`src/rtl/mfc_mode_sched_pkg.sv`:
```
// Shared encodings for the multi-function clock mode scheduler:
// mode values, button bit positions, editable field indices and button arbitration.
package mfc_pkg;

    typedef enum logic [1:0] {
        MODE_NORMAL  = 2'b00,
        MODE_CLK_SET = 2'b01,
        MODE_ALM_SET = 2'b10,
        MODE_SW      = 2'b11
    } mode_e;

    typedef enum logic [2:0] {
        BTN_UP     = 3'd0,
        BTN_DOWN   = 3'd1,
        BTN_LEFT   = 3'd2,
        BTN_RIGHT  = 3'd3,
        BTN_CENTER = 3'd4
    } btn_e;

    typedef enum logic [1:0] {
        FIELD_SEC = 2'd0,
        FIELD_MIN = 2'd1,
        FIELD_HR  = 2'd2
    } field_e;

    typedef enum logic [2:0] {
        ACT_NONE,
        ACT_UP,
        ACT_DOWN,
        ACT_RIGHT,
        ACT_LEFT,
        ACT_CENTER
    } act_e;

    localparam int NUM_BTN = 5;

    // Only one button acts per cycle; right outranks left so a rocked d-pad moves forward.
    function automatic act_e btn_priority(input logic [NUM_BTN-1:0] btn);
        if (btn[BTN_UP])     return ACT_UP;
        if (btn[BTN_DOWN])   return ACT_DOWN;
        if (btn[BTN_RIGHT])  return ACT_RIGHT;
        if (btn[BTN_LEFT])   return ACT_LEFT;
        if (btn[BTN_CENTER]) return ACT_CENTER;
        return ACT_NONE;
    endfunction

endpackage

```
`src/rtl/mfc_mode_sched_if.sv`:
```
// Signal bundle between the switch/button front end (master) and the mode scheduler (slave).
interface mfc_mode_sched_if;

    logic       sw_clk_set;
    logic       sw_alm_set;
    logic       sw_stopwatch;
    logic [4:0] btn_pulse;
    logic       tick_1hz;
    logic       alarm_match;

    logic [1:0] mode;
    logic [1:0] cursor;
    logic       set_inc;
    logic       set_dec;
    logic       set_tgt;
    logic       sw_run;
    logic       sw_clear;
    logic       alarm_armed;
    logic       alarm_ring;

    modport master (
        output sw_clk_set, sw_alm_set, sw_stopwatch, btn_pulse, tick_1hz, alarm_match,
        input  mode, cursor, set_inc, set_dec, set_tgt, sw_run, sw_clear,
               alarm_armed, alarm_ring
    );

    modport slave (
        input  sw_clk_set, sw_alm_set, sw_stopwatch, btn_pulse, tick_1hz, alarm_match,
        output mode, cursor, set_inc, set_dec, set_tgt, sw_run, sw_clear,
               alarm_armed, alarm_ring
    );

endinterface

```
`src/rtl/mfc_mode_sched_alarm_ringer.sv`:
```
// Alarm ringer: rising-edge detect on the time match, ring flag and a seconds
// down-counter that silences the alarm after RING_SEC ticks. Built only with MFC_ALARM_EN.
module mfc_alarm_ringer #(
    parameter int RING_SEC = 30
) (
    input  logic clk_i,
    input  logic rst_i,
    input  logic armed_i,
    input  logic match_i,
    input  logic block_i,
    input  logic tick_i,
    input  logic btn_any_i,
    output logic ring_o
);

    localparam int CW = $clog2(RING_SEC + 1);
    localparam logic [CW-1:0] RING_LOAD = CW'(RING_SEC);

    logic          match_q;
    logic          ring_q;
    logic [CW-1:0] cnt_q;
    logic          start_d;

    assign start_d = armed_i && match_i && !match_q && !block_i;

    always_ff @(posedge clk_i) begin
        if (rst_i) begin
            match_q <= 1'b0;
            ring_q  <= 1'b0;
            cnt_q   <= '0;
        end else begin
            match_q <= match_i;
            if (btn_any_i || !armed_i) begin
                ring_q <= 1'b0;
            end else if (start_d) begin
                ring_q <= 1'b1;
                cnt_q  <= RING_LOAD;
            end else if (ring_q && tick_i) begin
                if (cnt_q == CW'(1)) ring_q <= 1'b0;
                cnt_q <= cnt_q - CW'(1);
            end
        end
    end

    assign ring_o = ring_q;

endmodule

```
`src/rtl/mfc_mode_sched.sv`:
```
// Mode scheduler: switch-selected mode register, set-mode field cursor and command strobes.
// Build option MFC_ALARM_EN adds the alarm-set mode, arm toggle and ringer.
//
// state        | meaning
// MODE_NORMAL  | time of day; center toggles alarm arm
// MODE_CLK_SET | up/down strobe clock field, left/right move cursor
// MODE_ALM_SET | same as clock set, targeting alarm registers
// MODE_SW      | stopwatch; center run/stop, down clears when stopped
module mfc_mode_sched
    import mfc_pkg::*;
#(
    parameter int NUM_FIELDS = 3,
    parameter int RING_SEC   = 30
) (
    input  logic            MCLK,
    input  logic            RST,
    mfc_mode_sched_if.slave sched_if
);

    localparam logic [1:0] CUR_LAST = 2'(NUM_FIELDS - 1);

    mode_e      mode_q;
    mode_e      mode_d;
    logic [1:0] cursor_q;
    logic       set_inc_q;
    logic       set_dec_q;
    logic       set_tgt_q;
    logic       sw_run_q;
    logic       sw_clear_q;
    logic       armed_q;
    logic       ring;
    logic       btn_any;
    act_e       act;

    assign btn_any = |sched_if.btn_pulse;
    assign act     = btn_priority(sched_if.btn_pulse);

`ifdef MFC_ALARM_EN
    always_comb begin
        mode_d = MODE_NORMAL;
        if (sched_if.sw_clk_set)        mode_d = MODE_CLK_SET;
        else if (sched_if.sw_alm_set)   mode_d = MODE_ALM_SET;
        else if (sched_if.sw_stopwatch) mode_d = MODE_SW;
    end

    mfc_alarm_ringer #(
        .RING_SEC (RING_SEC)
    ) u_ringer (
        .clk_i     (MCLK),
        .rst_i     (RST),
        .armed_i   (armed_q),
        .match_i   (sched_if.alarm_match),
        .block_i   (mode_q == MODE_ALM_SET),
        .tick_i    (sched_if.tick_1hz),
        .btn_any_i (btn_any),
        .ring_o    (ring)
    );
`else
    always_comb begin
        mode_d = MODE_NORMAL;
        if (sched_if.sw_clk_set)        mode_d = MODE_CLK_SET;
        else if (sched_if.sw_stopwatch) mode_d = MODE_SW;
    end

    assign ring = 1'b0;

    logic unused_alarm;
    assign unused_alarm = ^{sched_if.sw_alm_set, sched_if.alarm_match, sched_if.tick_1hz};
`endif

    always_ff @(posedge MCLK) begin
        if (RST) begin
            mode_q     <= MODE_NORMAL;
            cursor_q   <= FIELD_SEC;
            set_inc_q  <= 1'b0;
            set_dec_q  <= 1'b0;
            set_tgt_q  <= 1'b0;
            sw_run_q   <= 1'b0;
            sw_clear_q <= 1'b0;
            armed_q    <= 1'b0;
        end else begin
            set_inc_q  <= 1'b0;
            set_dec_q  <= 1'b0;
            sw_clear_q <= 1'b0;
            mode_q     <= mode_d;
`ifdef MFC_ALARM_EN
            set_tgt_q  <= (mode_d == MODE_ALM_SET);
`endif
            // A pulse coinciding with a mode change or silencing the alarm does nothing else.
            if (mode_d != mode_q) begin
                if (mode_d == MODE_CLK_SET || mode_d == MODE_ALM_SET) cursor_q <= FIELD_SEC;
            end else if (!(ring && btn_any)) begin
                case (mode_q)
                    MODE_CLK_SET, MODE_ALM_SET: begin
                        case (act)
                            ACT_UP:    set_inc_q <= 1'b1;
                            ACT_DOWN:  set_dec_q <= 1'b1;
                            ACT_RIGHT: cursor_q  <= (cursor_q == CUR_LAST) ? 2'd0 : cursor_q + 2'd1;
                            ACT_LEFT:  cursor_q  <= (cursor_q == 2'd0) ? CUR_LAST : cursor_q - 2'd1;
                            default:   ;
                        endcase
                    end
                    MODE_SW: begin
                        if (act == ACT_CENTER)                sw_run_q   <= !sw_run_q;
                        else if (act == ACT_DOWN && !sw_run_q) sw_clear_q <= 1'b1;
                    end
                    default: begin
`ifdef MFC_ALARM_EN
                        if (act == ACT_CENTER) armed_q <= !armed_q;
`endif
                    end
                endcase
            end
        end
    end

    assign sched_if.mode        = mode_q;
    assign sched_if.cursor      = cursor_q;
    assign sched_if.set_inc     = set_inc_q;
    assign sched_if.set_dec     = set_dec_q;
    assign sched_if.set_tgt     = set_tgt_q;
    assign sched_if.sw_run      = sw_run_q;
    assign sched_if.sw_clear    = sw_clear_q;
    assign sched_if.alarm_armed = armed_q;
    assign sched_if.alarm_ring  = ring;

endmodule

```
`src/flat_wrapper.sv`:
```
// flat-port wrapper written by rule: the top's interface ports become plain ports
module mfc_mode_sched_flat import mfc_pkg::*;
#(
    parameter int NUM_FIELDS = 3,
    parameter int RING_SEC   = 30
)
  (MCLK, RST, sched_if_sw_clk_set, sched_if_sw_alm_set, sched_if_sw_stopwatch, sched_if_btn_pulse, sched_if_tick_1hz, sched_if_alarm_match, sched_if_mode, sched_if_cursor, sched_if_set_inc, sched_if_set_dec, sched_if_set_tgt, sched_if_sw_run, sched_if_sw_clear, sched_if_alarm_armed, sched_if_alarm_ring);
  mfc_mode_sched_if sched_if_i ();
  input  logic MCLK;
  input  logic RST;
  input wire logic [$bits(sched_if_i.sw_clk_set)-1:0] sched_if_sw_clk_set;
  input wire logic [$bits(sched_if_i.sw_alm_set)-1:0] sched_if_sw_alm_set;
  input wire logic [$bits(sched_if_i.sw_stopwatch)-1:0] sched_if_sw_stopwatch;
  input wire logic [$bits(sched_if_i.btn_pulse)-1:0] sched_if_btn_pulse;
  input wire logic [$bits(sched_if_i.tick_1hz)-1:0] sched_if_tick_1hz;
  input wire logic [$bits(sched_if_i.alarm_match)-1:0] sched_if_alarm_match;
  output wire logic [$bits(sched_if_i.mode)-1:0] sched_if_mode;
  output wire logic [$bits(sched_if_i.cursor)-1:0] sched_if_cursor;
  output wire logic [$bits(sched_if_i.set_inc)-1:0] sched_if_set_inc;
  output wire logic [$bits(sched_if_i.set_dec)-1:0] sched_if_set_dec;
  output wire logic [$bits(sched_if_i.set_tgt)-1:0] sched_if_set_tgt;
  output wire logic [$bits(sched_if_i.sw_run)-1:0] sched_if_sw_run;
  output wire logic [$bits(sched_if_i.sw_clear)-1:0] sched_if_sw_clear;
  output wire logic [$bits(sched_if_i.alarm_armed)-1:0] sched_if_alarm_armed;
  output wire logic [$bits(sched_if_i.alarm_ring)-1:0] sched_if_alarm_ring;
  assign sched_if_i.sw_clk_set = sched_if_sw_clk_set;
  assign sched_if_i.sw_alm_set = sched_if_sw_alm_set;
  assign sched_if_i.sw_stopwatch = sched_if_sw_stopwatch;
  assign sched_if_i.btn_pulse = sched_if_btn_pulse;
  assign sched_if_i.tick_1hz = sched_if_tick_1hz;
  assign sched_if_i.alarm_match = sched_if_alarm_match;
  assign sched_if_mode = sched_if_i.mode;
  assign sched_if_cursor = sched_if_i.cursor;
  assign sched_if_set_inc = sched_if_i.set_inc;
  assign sched_if_set_dec = sched_if_i.set_dec;
  assign sched_if_set_tgt = sched_if_i.set_tgt;
  assign sched_if_sw_run = sched_if_i.sw_run;
  assign sched_if_sw_clear = sched_if_i.sw_clear;
  assign sched_if_alarm_armed = sched_if_i.alarm_armed;
  assign sched_if_alarm_ring = sched_if_i.alarm_ring;
  mfc_mode_sched #(.NUM_FIELDS(NUM_FIELDS), .RING_SEC(RING_SEC)) u_core (.MCLK(MCLK), .RST(RST), .sched_if(sched_if_i));
endmodule
```
`config.mk`:
```
export PLATFORM = sky130hd
export DESIGN_NAME = mfc_mode_sched_flat
export DESIGN_NICKNAME = d
export VERILOG_FILES = /design/src/rtl/mfc_mode_sched_pkg.sv /design/src/rtl/mfc_mode_sched_if.sv /design/src/rtl/mfc_mode_sched_alarm_ringer.sv /design/src/rtl/mfc_mode_sched.sv /design/src/flat_wrapper.sv
export SDC_FILE = /design/constraint.sdc
export NUM_CORES = 1
export LEC_CHECK = 0
export ABC_CLOCK_PERIOD_IN_PS = 2600
export CAP_MARGIN = 25
export CORE_AREA = 4 4 41 43
export CTS_CLUSTER_DIAMETER = 200
export CTS_CLUSTER_SIZE = 16
export DETAILED_ROUTE_END_ITERATION = 7
export DIE_AREA = 0 0 45 47
export GPL_TIMING_DRIVEN = 0
export PLACE_DENSITY = 0.72
export SLEW_MARGIN = 20
export SYNTH_ARGS = -nofsm -noshare
export SYNTH_HDL_FRONTEND = slang
export SYNTH_HIERARCHICAL = 1
export SYNTH_SLANG_ARGS = --single-unit
```
`constraint.sdc`:
```
create_clock -name MCLK -period 2.6 [get_ports MCLK]
set_input_delay 0.39 -clock MCLK [delete_from_list [all_inputs] [get_ports MCLK]]
set_output_delay 0.39 -clock MCLK [all_outputs]
set_load 0.005 [all_outputs]
```
==> metrics.csv, run 1 <==
stage,metric,value,unit
status,status,completed,
sta,setup_viol,0,
synth,synth.cell_area,473,um^2
finish,finish.utilization,52.4,%
clocking,postCtsSetupRepairBufs,0,
clocking,root_buffer,clkbuf_4,
grt,grt_overflow,0,
hold_path,holdCritPathClass,reg2reg,
critical_path,crit_path_end,u_core/sched_if.cursor[1],
synth,synth-seq-cells,8,
floorplanning,die_h,47,um
clocking,clk_pin_slew,50,ps
sta,slew_viol_final,0,
power_and_ir_drop,p_per_area,392,mW/mm^2
critical_path,cp_cell_sequence,"clkdlybuf4s50_1, and4b_1, nor3_1, and4bb_4, mux2i_1",
power_and_ir_drop,peakVddDrop,0.000321,V
synth,yosysWarnings,6,
drt,ant_nets,0,
grt,grt_max_degree,8,
clocking,max-clock-path-buffers,2,
sta,fin_tns_setup,0,ps
power_and_ir_drop,finalPower,0.267,mW
critical_path,crit_cells,5,
synth,synthTopCellsByCount,"8 x dfxtp_1, 6 x nor2_1, 4 x ha_1, 3 x buf_4, 3 x mux2i_1",
sta,max_freq,0.565,GHz
synth,avgSynthCellArea,9.85,um^2
critical_path,cp_slowest_cell,clkdlybuf4s50_1,
critical_path,critPathLaunchType,input port,
floorplanning,die_w,45,um
drt,drtIter0Drc,4,
finish,drive_gt1_share,15.9,%
synth,synth_edf_count,0,
clocking,htree_levels,1,
drt,vias_per_cell,4.95,
synth,yosysTopAreaCellShare,33.9,%
clocking,cts_tree,yes,
critical_path,critPathTopFamily,simple AND/OR/NAND/NOR gates,
synth,ys_seq_area_share,33.9,%
critical_path,critical_path_class,in2reg,
floorplanning,start_util,36.3,%
placed_design,io_buffers,16,
clocking,cts.sinks,8,
floorplanning,coreArea,0.00130,mm^2
drt,drt_pass1_iterations,4,
synth,synthTopCellsByArea,"dfxtp_1 34%, ha_1 11%, mux2i_1 6.3%",
sta,setup_slack,831,ps
critical_path,cp.required,2740,ps
grt,antenna_found_initial,0,
clocking,cts_made_buffers,3,
critical_path,cp_max_fo,6,
critical_path,crit_path_max_incr_delay,570,ps
synth,ys.flop_type,dfxtp_1,
floorplanning,fp.dieArea,0.00212,mm^2
sta,rsz0062_at_grt,no,
critical_path,cp-end-kind,register,
critical_path,crit_arrival,1910,ps
sta,hold_viol,0,
clocking,holdBufCountCts,0,
placed_design,place.gp.congestion,0.606,
sta,finalCritPeriodShare,68.0,%
drt,post_drt_wl_per_cell,11.3,um
synth,synth-async-reset-ratio,0,%
drt,drt_wl_total,950,um
critical_path,reg2reg_to,u_core/sched_if.cursor[1],
power_and_ir_drop,leakagePower,0.273,nW
sta,min_period,1770,ps
finish,antenna_cells,0,
critical_path,reg2reg_from,u_core/sched_if.mode[1],
critical_path,critPathLaunch,sched_if_sw_clk_set,
clocking,clock_latency,250,ps
critical_path,r2r_cells,4,
critical_path,r2r_setup_slack,1160,ps
synth,yosysMostFrequentCell,dfxtp_1,
grt,grt_pass1_vias,392,
clocking,cts_resized,0,
drt,num_vias,416,
drt,drc,0,
floorplanning,ios,23,
grt,grt_usage,10.2,%
synth,synthCells,48,
placed_design,pre_cts_slack,560,ps
critical_path,path_buf_inv,1,
grt,grt_first_pass_wirelength,1500,um
synth,synth_cell_type_count,24,
synth,synth_area_leader_cell,dfxtp_1,
floorplanning,num_rows,13,
run,cap_violations,0,
finish,layout.nets,87,
placed_design,dp_hpwl,759,um
finish,syn_to_final_growth,44.2,%
sta,finClkSkew,0.661,ps
[worst min path at each step]
stage	start	endpoint	cells after the start
6_report	u_core/sched_if.cursor[0]	u_core/sched_if.cursor[0]	2
5_1_grt	u_core/sched_if.cursor[0]	u_core/sched_if.cursor[0]	2
4_1_cts	u_core/sched_if.sw_run	u_core/sched_if.sw_run	2
3_5_place_dp	u_core/sched_if.sw_run	u_core/sched_if.sw_run	2
3_3_place_gp	u_core/sched_if.sw_run	u_core/sched_if.sw_run	2
2_1_floorplan	RST	u_core/sched_if.sw_run	1
[logic make-up (layout without fill, tap and decap cells)]
| family | Yosys count | count (layout) | synth area share, % |
|---|---|---|---|
| and+or+nand+nor | 23 | 23 | 36.2 |
| AOI/OAI and AO/OA | 4 | 4 | 5.82 |
| muxes | 3 | 3 | 6.35 |
| adders and majority gates | 4 | 4 | 10.6 |
| DFF | 8 | 8 | 33.9 |
| other | 1 | 3 | 0.793 |
| buffers and inverters | 5 | 24 | 6.35 |
[metrics by stage]
stage	hold slack (ps)	std cells	cell area (um^2)
global route	547	84	682
finish	500	84	682
floorplan	459	50	480
global placement	484	81	659
detailed placement	491	81	659
CTS	501	84	682
[state kept, by name (all words and copies together), names as in the netlist]
register                  cells
u_core/sched_if.cursor        2
u_core/sched_if.mode          2
u_core/sched_if.set_dec       1
u_core/sched_if.set_inc       1
u_core/sched_if.sw_clear      1
u_core/sched_if.sw_run        1
[placed cells by master, fill, tap and decap left out, types with 2 or more instances in the layout]
| master | n |
|---|---|
| and3_1 | 2 |
| buf_4 | 3 |
| mux2i_1 | 3 |
| nor2_1 | 6 |
| clkbuf_4 | 3 |
| a21oi_1 | 2 |
| conb_1 | 3 |
| clkdlybuf4s50_1 | 16 |
| dfxtp_1 | 8 |
| and4b_1 | 2 |
| ha_1 | 4 |
| inv_1 | 2 |
| nand2_1 | 2 |
[per-layer routing]
metal | up-vias | track usage [%] | wire [um]
met5 | - | 0 | 0
met4 | 0 | 1.75 | 6
met3 | 2 | 7.66 | 98
met2 | 25 | 16.7 | 444
li1 | 208 | - | -
met1 | 181 | 10.6 | 400
[tightest hold or removal path, delay by kind of cell (launching register included)]
family | cells | cell delay, ps
flip-flops | 1 | 340
AND/OR/NAND/NOR | 1 | 60
multiplexers | 1 | 50
[power breakdown]
group | total (mW) | internal (mW) | switching, mW
Sequential | 0.128 | 0.125 | 0.00302
Combinational | 0.0459 | 0.0276 | 0.0183
Clock | 0.0932 | 0.0527 | 0.0405
[area by class of cell]
type                       count  area, um^2
timing repair buffer          16         160
multi-input combinational     37         290
buffer                         3        22.5
fill                         139         619
clock buffer                   3        22.5
inverter                       2        7.51
sequential                     8         160
tap                           15        18.8
No activity file was read; power rests on OpenSTA's default activity.
==> run 2, diff against run 1 <==
--- a/config.mk
+++ b/config.mk
@@ -5,13 +5,13 @@
 export SDC_FILE = /design/constraint.sdc
 export NUM_CORES = 1
 export LEC_CHECK = 0
-export ABC_CLOCK_PERIOD_IN_PS = 2600
+export ABC_CLOCK_PERIOD_IN_PS = 1500
 export CAP_MARGIN = 25
-export CORE_AREA = 4 4 41 43
+export CORE_MARGIN = 4
+export CORE_UTILIZATION = 34
 export CTS_CLUSTER_DIAMETER = 200
 export CTS_CLUSTER_SIZE = 16
 export DETAILED_ROUTE_END_ITERATION = 7
-export DIE_AREA = 0 0 45 47
 export GPL_TIMING_DRIVEN = 0
 export PLACE_DENSITY = 0.72
 export SLEW_MARGIN = 20
==> constraint.sdc (replaced) <==
create_clock -name MCLK -period 1.5 [get_ports MCLK]
set_input_delay 0.225 -clock MCLK [delete_from_list [all_inputs] [get_ports MCLK]]
set_output_delay 0.225 -clock MCLK [all_outputs]
set_load 0.005 [all_outputs]
==> run 2 against run 1 <==
  * First-iteration DRC count is 25% higher
  * Critical path depth stayed put
  * Critical endpoint is now u_core/sched_if.cursor[0]
  * Routed wire length is 3.3% higher
==> metrics.csv, run 2 (same netlist as run 1, synthesis figures left out) <==
stage,metric,value,unit,change
sta,hold_viol,0,,unchanged
sta,max_freq,0.699,GHz,
finish,fin_cells,85,,was 84
sta,min_period,1430,ps,
power_and_ir_drop,p_int,0.357,mW,was 0.206 mW
clocking,clock_latency,250,ps,about the same
run,cap_violations,0,,unchanged
critical_path,cp_cell_sequence,"clkdlybuf4s50_1, nor4b_4, mux2i_1, or2_2, mux2i_1",,"was clkdlybuf4s50_1, and4b_1, nor3_1, and4bb_4, mux2i_1"
power_and_ir_drop,clockPowerShare,34.6,%,was 34.8%
critical_path,path_buf_inv,1,,unchanged
critical_path,critPathLaunchType,input port,,unchanged
grt,grt_pass1_vias,407,,was 392
critical_path,cp-end-kind,register,,unchanged
clocking,root_buffer,clkbuf_4,,unchanged
sta,finClkSkew,0.464,ps,was 0.661 ps
critical_path,cp_slowest_cell,clkdlybuf4s50_1,,unchanged
finish,final_cell_mix,"14 x clkdlybuf4s50_1, 6 x nor2_1, 6 x dfxtp_1",,"was 16 x clkdlybuf4s50_1, 8 x dfxtp_1, 6 x nor2_1"
sta,setup_slack,70.4,ps,was 831 ps
grt,grt_max_degree,8,,unchanged
floorplanning,die_h,45.3,um,was 47 um
finish,antenna_cells,0,,unchanged
clocking,max-clock-path-buffers,2,,unchanged
finish,syn_to_final_growth,46.8,%,was 44.2%
critical_path,cp.required,1680,ps,was 2740 ps
finish,layout_commonest_cell,clkdlybuf4s50_1,,unchanged
power_and_ir_drop,power.switching,0.108,mW,was 0.0618 mW
sta,setup_viol,0,,unchanged
placed_design,place.gp.congestion,0.621,,was 0.606
critical_path,cp_max_fo,5,,was 6
placed_design,io_buffers,16,,unchanged
sta,slew_viol_final,0,,unchanged
floorplanning,ios,23,,unchanged
floorplanning,die_w,45.3,um,was 45 um
grt,grt_first_pass_wirelength,1570,um,was 1500 um
drt,vias_per_cell,4.86,,was 4.95
hold_path,holdCritPathClass,in2reg,,was reg2reg
floorplanning,num_rows,13,,unchanged
critical_path,crit_arrival,1610,ps,was 1910 ps
power_and_ir_drop,p_comb_share,17.3,%,was 17.2%
clocking,holdBufCountCts,0,,unchanged
critical_path,worst_path_most_repeated_cell,mux2i_1,,
finish,layout.nets,88,,was 87
drt,num_vias,413,,was 416
floorplanning,fp.dieArea,0.00205,mm^2,was 0.00212 mm^2
drt,drtIter0Drc,5,,was 4
clocking,cts_made_buffers,3,,unchanged
power_and_ir_drop,seq_power_share,48.1,%,was 48.0%
drt,drt_wl_total,981,um,was 950 um
grt,grt_usage,11.1,%,was 10.2%
placed_design,dp_hpwl,768,um,was 759 um
power_and_ir_drop,peakVddDrop,0.000428,V,was 0.000321 V
clocking,cts_tree,yes,,unchanged
placed_design,pre_cts_slack,-383,ps,was 560 ps
finish,nFillCells,137,,was 139
drt,ant_nets,0,,unchanged
status,status,completed,,unchanged
critical_path,critical_path_class,in2reg,,unchanged
drt,post_drt_wl_per_cell,11.5,um,was 11.3 um
finish,drive_gt1_share,21.4,%,was 15.9%
placed_design,dp_cells,81,,unchanged
clocking,cts.sinks,8,,unchanged
floorplanning,coreArea,0.00130,mm^2,unchanged
critical_path,critPathTopFamily,simple AND/OR/NAND/NOR gates,,unchanged
power_and_ir_drop,leakagePower,0.283,nW,was 0.273 nW
power_and_ir_drop,swShare,23.2,%,was 23.1%
clocking,htree_levels,1,,unchanged
critical_path,crit_path_max_incr_delay,510,ps,was 570 ps
clocking,clk_pin_slew,50,ps,about the same
floorplanning,start_util,36.3,%,unchanged
power_and_ir_drop,p_per_area,669,mW/mm^2,was 392 mW/mm^2
sta,finalCritPeriodShare,95.3,%,
drt,drc,0,,unchanged
drt,drt_pass1_iterations,2,,was 4
grt,grt_overflow,0,,unchanged
grt,antenna_found_initial,0,,unchanged
-- run 2: changes by cell type in the layout (fill, tap and decap cells not counted), sizes merged --
cell and change:
buf +1, dlygate4sd2 +2, clkdlybuf4s50 -2
-- run 2: power groups by stage --
stage | logic [mW] | registers [mW] | clock network, mW
2_1_floorplan | 0.0346 | 0.226 | 0
3_3_place_gp | 0.0780 | 0.227 | 0
3_5_place_dp | 0.0796 | 0.227 | 0
4_1_cts | 0.0790 | 0.222 | 0.169
5_1_grt | 0.0885 | 0.224 | 0.187
6_report | 0.0802 | 0.223 | 0.161
-- run 2: repair_timing --
action,CTS,global route
resized for setup,3,2
setup buffers,0,1
setup endpoints to repair,4,4
pin swaps,1,2
-- run 2: worst paths after layout --
| path | endpoint | slack [ps] | cells past startpoint | start |
|---|---|---|---|---|
| worst max register to register | u_core/sched_if.sw_run | 140 | 4 | u_core/sched_if.mode[0] |
| worst min-delay path | u_core/sched_if.mode[0] | 400 | 3 | sched_if_sw_stopwatch |
| worst min register to register | u_core/sched_if.cursor[0] | 500 | 2 | u_core/sched_if.cursor[0] |
| worst max-delay path | u_core/sched_if.cursor[0] | 70 | 5 | sched_if_btn_pulse[0] |
-- run 2: metal layers --
metal  vias to the layer above  share of wire [%]  GRT usage, %
met5                         -                  0             0
met4                         0               0.61          3.51
met3                         2                9.1          7.97
met2                        18                 46          16.4
met1                       184                 44          12.5
li1                        209                  -             -
-- run 2: cell type report --
cell class	count	area, um^2	area share, %
Multi-Input combinational cell	37	295	42.5
Tap cell	15	18.8	2.70
Buffer	3	22.5	3.24
Sequential cell	8	163	23.4
Timing Repair Buffer	17	165	23.8
Inverter	2	7.51	1.08
Clock buffer	3	22.5	3.24
-- run 2: worst min-delay path, cell delays in order --
cell and delay [ps]:
dlygate4sd2_1 270, nor2_1 50, nor2_1 70
-- run 2: metrics by stage --
step / utilization [%] / hold WS [ps] / instance area [um^2] / total power [mW] / TNS [ps]
finish: 53.4 / 398 / 694 / 0.464 / 0
detailed placement: 50.7 / 496 / 659 / 0.306 / -1980
floorplan: - / 294 / 480 / 0.261 / 0
global route: 53.4 / 373 / 694 / 0.499 / -7.94
CTS: 52.6 / 385 / 684 / 0.471 / 0
global placement: 50.7 / 484 / 659 / 0.305 / -1660
==> run 3, diff against run 2 <==
--- a/config.mk
+++ b/config.mk
@@ -5,13 +5,13 @@
 export SDC_FILE = /design/constraint.sdc
 export NUM_CORES = 1
 export LEC_CHECK = 0
-export ABC_CLOCK_PERIOD_IN_PS = 1500
+export ABC_CLOCK_PERIOD_IN_PS = 1800
 export CAP_MARGIN = 25
-export CORE_MARGIN = 4
-export CORE_UTILIZATION = 34
+export CORE_AREA = 4 4 41 43
 export CTS_CLUSTER_DIAMETER = 200
 export CTS_CLUSTER_SIZE = 16
 export DETAILED_ROUTE_END_ITERATION = 7
+export DIE_AREA = 0 0 45 47
 export GPL_TIMING_DRIVEN = 0
 export PLACE_DENSITY = 0.72
 export SLEW_MARGIN = 20
==> constraint.sdc (replaced) <==
create_clock -name MCLK -period 1.8 [get_ports MCLK]
set_input_delay 0.27 -clock MCLK [delete_from_list [all_inputs] [get_ports MCLK]]
set_output_delay 0.27 -clock MCLK [all_outputs]
set_load 0.005 [all_outputs]
==> results of run 3 <==
Same layout as run 1 (identical final DEF). Status: completed.
Among the figures that moved: setup slack after placement 560 ps -> -120 ps; setup slack after layout 831 ps -> 151 ps; register-to-register setup slack 1160 ps -> 360 ps; total power 0.267 mW -> 0.386 mW; worst IR drop on VDD 0.000321 V -> 0.000463 V
==> variant, RTL diff (config.mk and constraints of run 2) <==
Add a define of `MFC_ALARM_EN`.
--- a/src/rtl/mfc_mode_sched.sv
+++ b/src/rtl/mfc_mode_sched.sv
@@ -6,6 +6,8 @@
 // MODE_CLK_SET | up/down strobe clock field, left/right move cursor
 // MODE_ALM_SET | same as clock set, targeting alarm registers
 // MODE_SW      | stopwatch; center run/stop, down clears when stopped
+`define MFC_ALARM_EN
+
 module mfc_mode_sched
     import mfc_pkg::*;
 #(
Formal check against the unedited RTL: not equivalent (a bounded check fails within 4 cycles, from zero or initial values and one cycle with RST high).
==> variant against run 2 <==
- the run now ends with setup timing left
- clock skew grew 0.00091 ns
- worst setup slack lost 0.19 ns
- hold slack got worse by 0.11 ns
- power rose by 86%
- routed wire length rose to 3.0 times the old value
- synthesized area up 130%
- count of clock-buffer cells in the layout is 1 higher
- sequential share of layout area fell by 0.24 points
- critical path depth is 1 lower
- synthesized cell count rose to 2.5 times the old value
- design area is 120% higher
- sequential power increased by 110%
- sequential cell count grew 9
- critical path type is now reg2reg
==> variant: results (changes against run 2) <==
Clock Skew 0.00137 ns (was 0.000464 ns); top_reg_cell synth dfxtp_1 (unchanged); clk root buf clkbuf_4 (unchanged); Inst Count DP 187 (was 81); RePlAce Congestion 0.845 (was 0.621); crit-path leading delay family simple AND/OR/NAND/NOR gates (unchanged); Ys Warns 6 (unchanged); post-route worst setup slack -0.118 ns (was 0.0704 ns); Slowest Stage Delay on Critical Path 0.43 ns (was 0.51 ns); reg2reg start u_core/sched_if.mode[0] (unchanged); top cells by area, synth dfxtp_1 (31%), ha_1 (10%), a211oi_1 (3.5%) (was dfxtp_1 (34%), ha_1 (11%), mux2i_1 (6.3%)); H-tree levels 1 (unchanged); largest net degree at the start of global routing 13 (was 8); initial DRC count 35 (was 5); worst-path fanout max 7 (was 5); Reg clk slew, reported paths 0.11 ns (was 0.05 ns); first-pass GRT wire length 4.40 mm (was 1.57 mm); initial antenna violation count 0 (unchanged); vias in the first global route 1012 (was 407); Final nets 177 (was 88); final WL 2.89 mm (was 981 um); gr usage total 13.3% (was 11.1%); slowest stage cell, crit path or4_4 (was clkdlybuf4s50_1); Mapped Cells 121 (was 48); Final TNS setup -0.215 ns (was 0 ns); Synth top cells by count dfxtp_1 (17), ha_1 (9), inv_1 (9) (was dfxtp_1 (8), nor2_1 (6), ha_1 (4)); Cells on Worst Hold Path 2 (was 3); worst vdd ir 0.193 mV (was 0.428 mV); WHS Endpoint u_core/sched_if.set_inc (was u_core/sched_if.mode[0]); hold_sp sched_if_btn_pulse[0] (was sched_if_sw_stopwatch); total CTS buffers 3 (unchanged); syn_nets 142; Clock Path Buffers 2 (unchanged); pre-CTS setup slack -0.624 ns (was -0.383 ns); share of layout cells above drive strength 1 25.8% (was 21.4%); port buffer count 22 (was 16); Diodes inserted 0 (unchanged); worst hold path class in2reg (unchanged); Wirelength per Cell 14.5 um (was 11.5 um); status finished with violations (was completed); Final setup viols 4 (was 0); 1st-pass router iterations 4 (was 2); vias per inst 5.31 (was 4.86); number of library cell types mapped by synthesis 38 (was 24); Pleak 0.585 nW (was 0.283 nW); Reg2Reg Depth 4 (unchanged); RR Endpoint u_core/sched_if.alarm_armed (was u_core/sched_if.sw_run); worst skew pair latency 0.29 ns (was 0.25 ns); Async SR Flop Fraction 0% (unchanged); Largest register FFs 5; post-detail-place hpwl 1.96 mm (was 768 um); relative slew slack 69.5%; sequential fraction of the synthesis area 31.4% (was 33.9%); failing checks setup timing; largest reg by FF count u_core/u_ringer/cnt_q
## variant: changes by cell type after synthesis, moves of 4 or more
cell | before | now
ha_1 | 4 | 9
o21ai_0 | 0 | 4
a21oi_1 | 2 | 6
a211oi_1 | 0 | 5
o211ai_1 | 0 | 4
and4_1 | 0 | 4
nand2_1 | 2 | 7
inv_1 | 2 | 9
nor2b_1 | 1 | 5
dfxtp_1 | 8 | 17
nor3_1 | 1 | 5
o21a_1 | 0 | 4
## variant: kinds of logic (layout without fill, tap and decap cells)
family          count (synthesis)  in the layout  share of synthesized area [%]
simple gates                   53             53                           32.8
fa+ha+maj                       9              9                           10.4
buf+inv                        10             44                           4.16
flops                          17             17                           31.4
compound gates                 29             29                           18.1
mux                             3              3                           3.12
## variant: timing repair
| item | CTS | global route |
|---|---|---|
| pin swaps | 3 | 9 |
| gates resized for setup | 14 | 23 |
| hold buffers | 0 | 0 |
| endpoints found under the setup margin | 15 | 12 |
| setup buffers | 3 | 5 |
## variant: through the flow
step           area (sq um)  power [mW]  hold WS, ns
4_1_cts                1430       0.862        0.330
6_report               1530       0.866        0.288
2_1_floorplan          1090       0.534        0.297
3_5_place_dp           1370       0.604        0.486
3_3_place_gp           1370       0.599        0.470
5_1_grt                1530       0.923        0.268
## variant: final cells by class
| class | instances | area, sq um |
|---|---|---|
| fill | 300 | 1520 |
| sequential | 17 | 355 |
| buffer | 1 | 11.3 |
| timing repair buffer | 30 | 267 |
| inverter | 9 | 36.3 |
| clock buffer | 4 | 26.3 |
| multi-input combinational | 94 | 782 |
| tap | 44 | 55.1 |
## variant: where the power goes
| part | internal, mW | leakage, nW | switching [mW] | total (mW) |
|---|---|---|---|---|
| sequential | 0.453 | 0.141 | 0.00852 | 0.462 |
| combinational | 0.0746 | 0.430 | 0.0733 | 0.148 |
| clock | 0.103 | 0.0150 | 0.152 | 0.256 |
## variant: metal layers
| layer | share of wire, % | vias up | track usage (%) |
|---|---|---|---|
| li1 | - | 517 | - |
| met5 | 0 | - | 0 |
| met2 | 51 | 25 | 22.6 |
| met3 | 3.0 | 4 | 2.25 |
| met1 | 44 | 510 | 16.7 |
| met4 | 1.6 | 0 | 5.54 |
## variant: worst max path at each step
stage | start | to | depth (start not counted)
6_report | u_core/sched_if.mode[0] | u_core/sched_if.alarm_armed | 4
5_1_grt | u_core/sched_if.mode[0] | u_core/sched_if.alarm_armed | 4
4_1_cts | u_core/sched_if.mode[0] | u_core/u_ringer/cnt_q[4] | 5
3_5_place_dp | sched_if_sw_clk_set | u_core/sched_if.alarm_armed | 5
3_3_place_gp | sched_if_sw_clk_set | u_core/sched_if.alarm_armed | 5
2_1_floorplan | u_core/sched_if.mode[0] | u_core/u_ringer/cnt_q[4] | 5
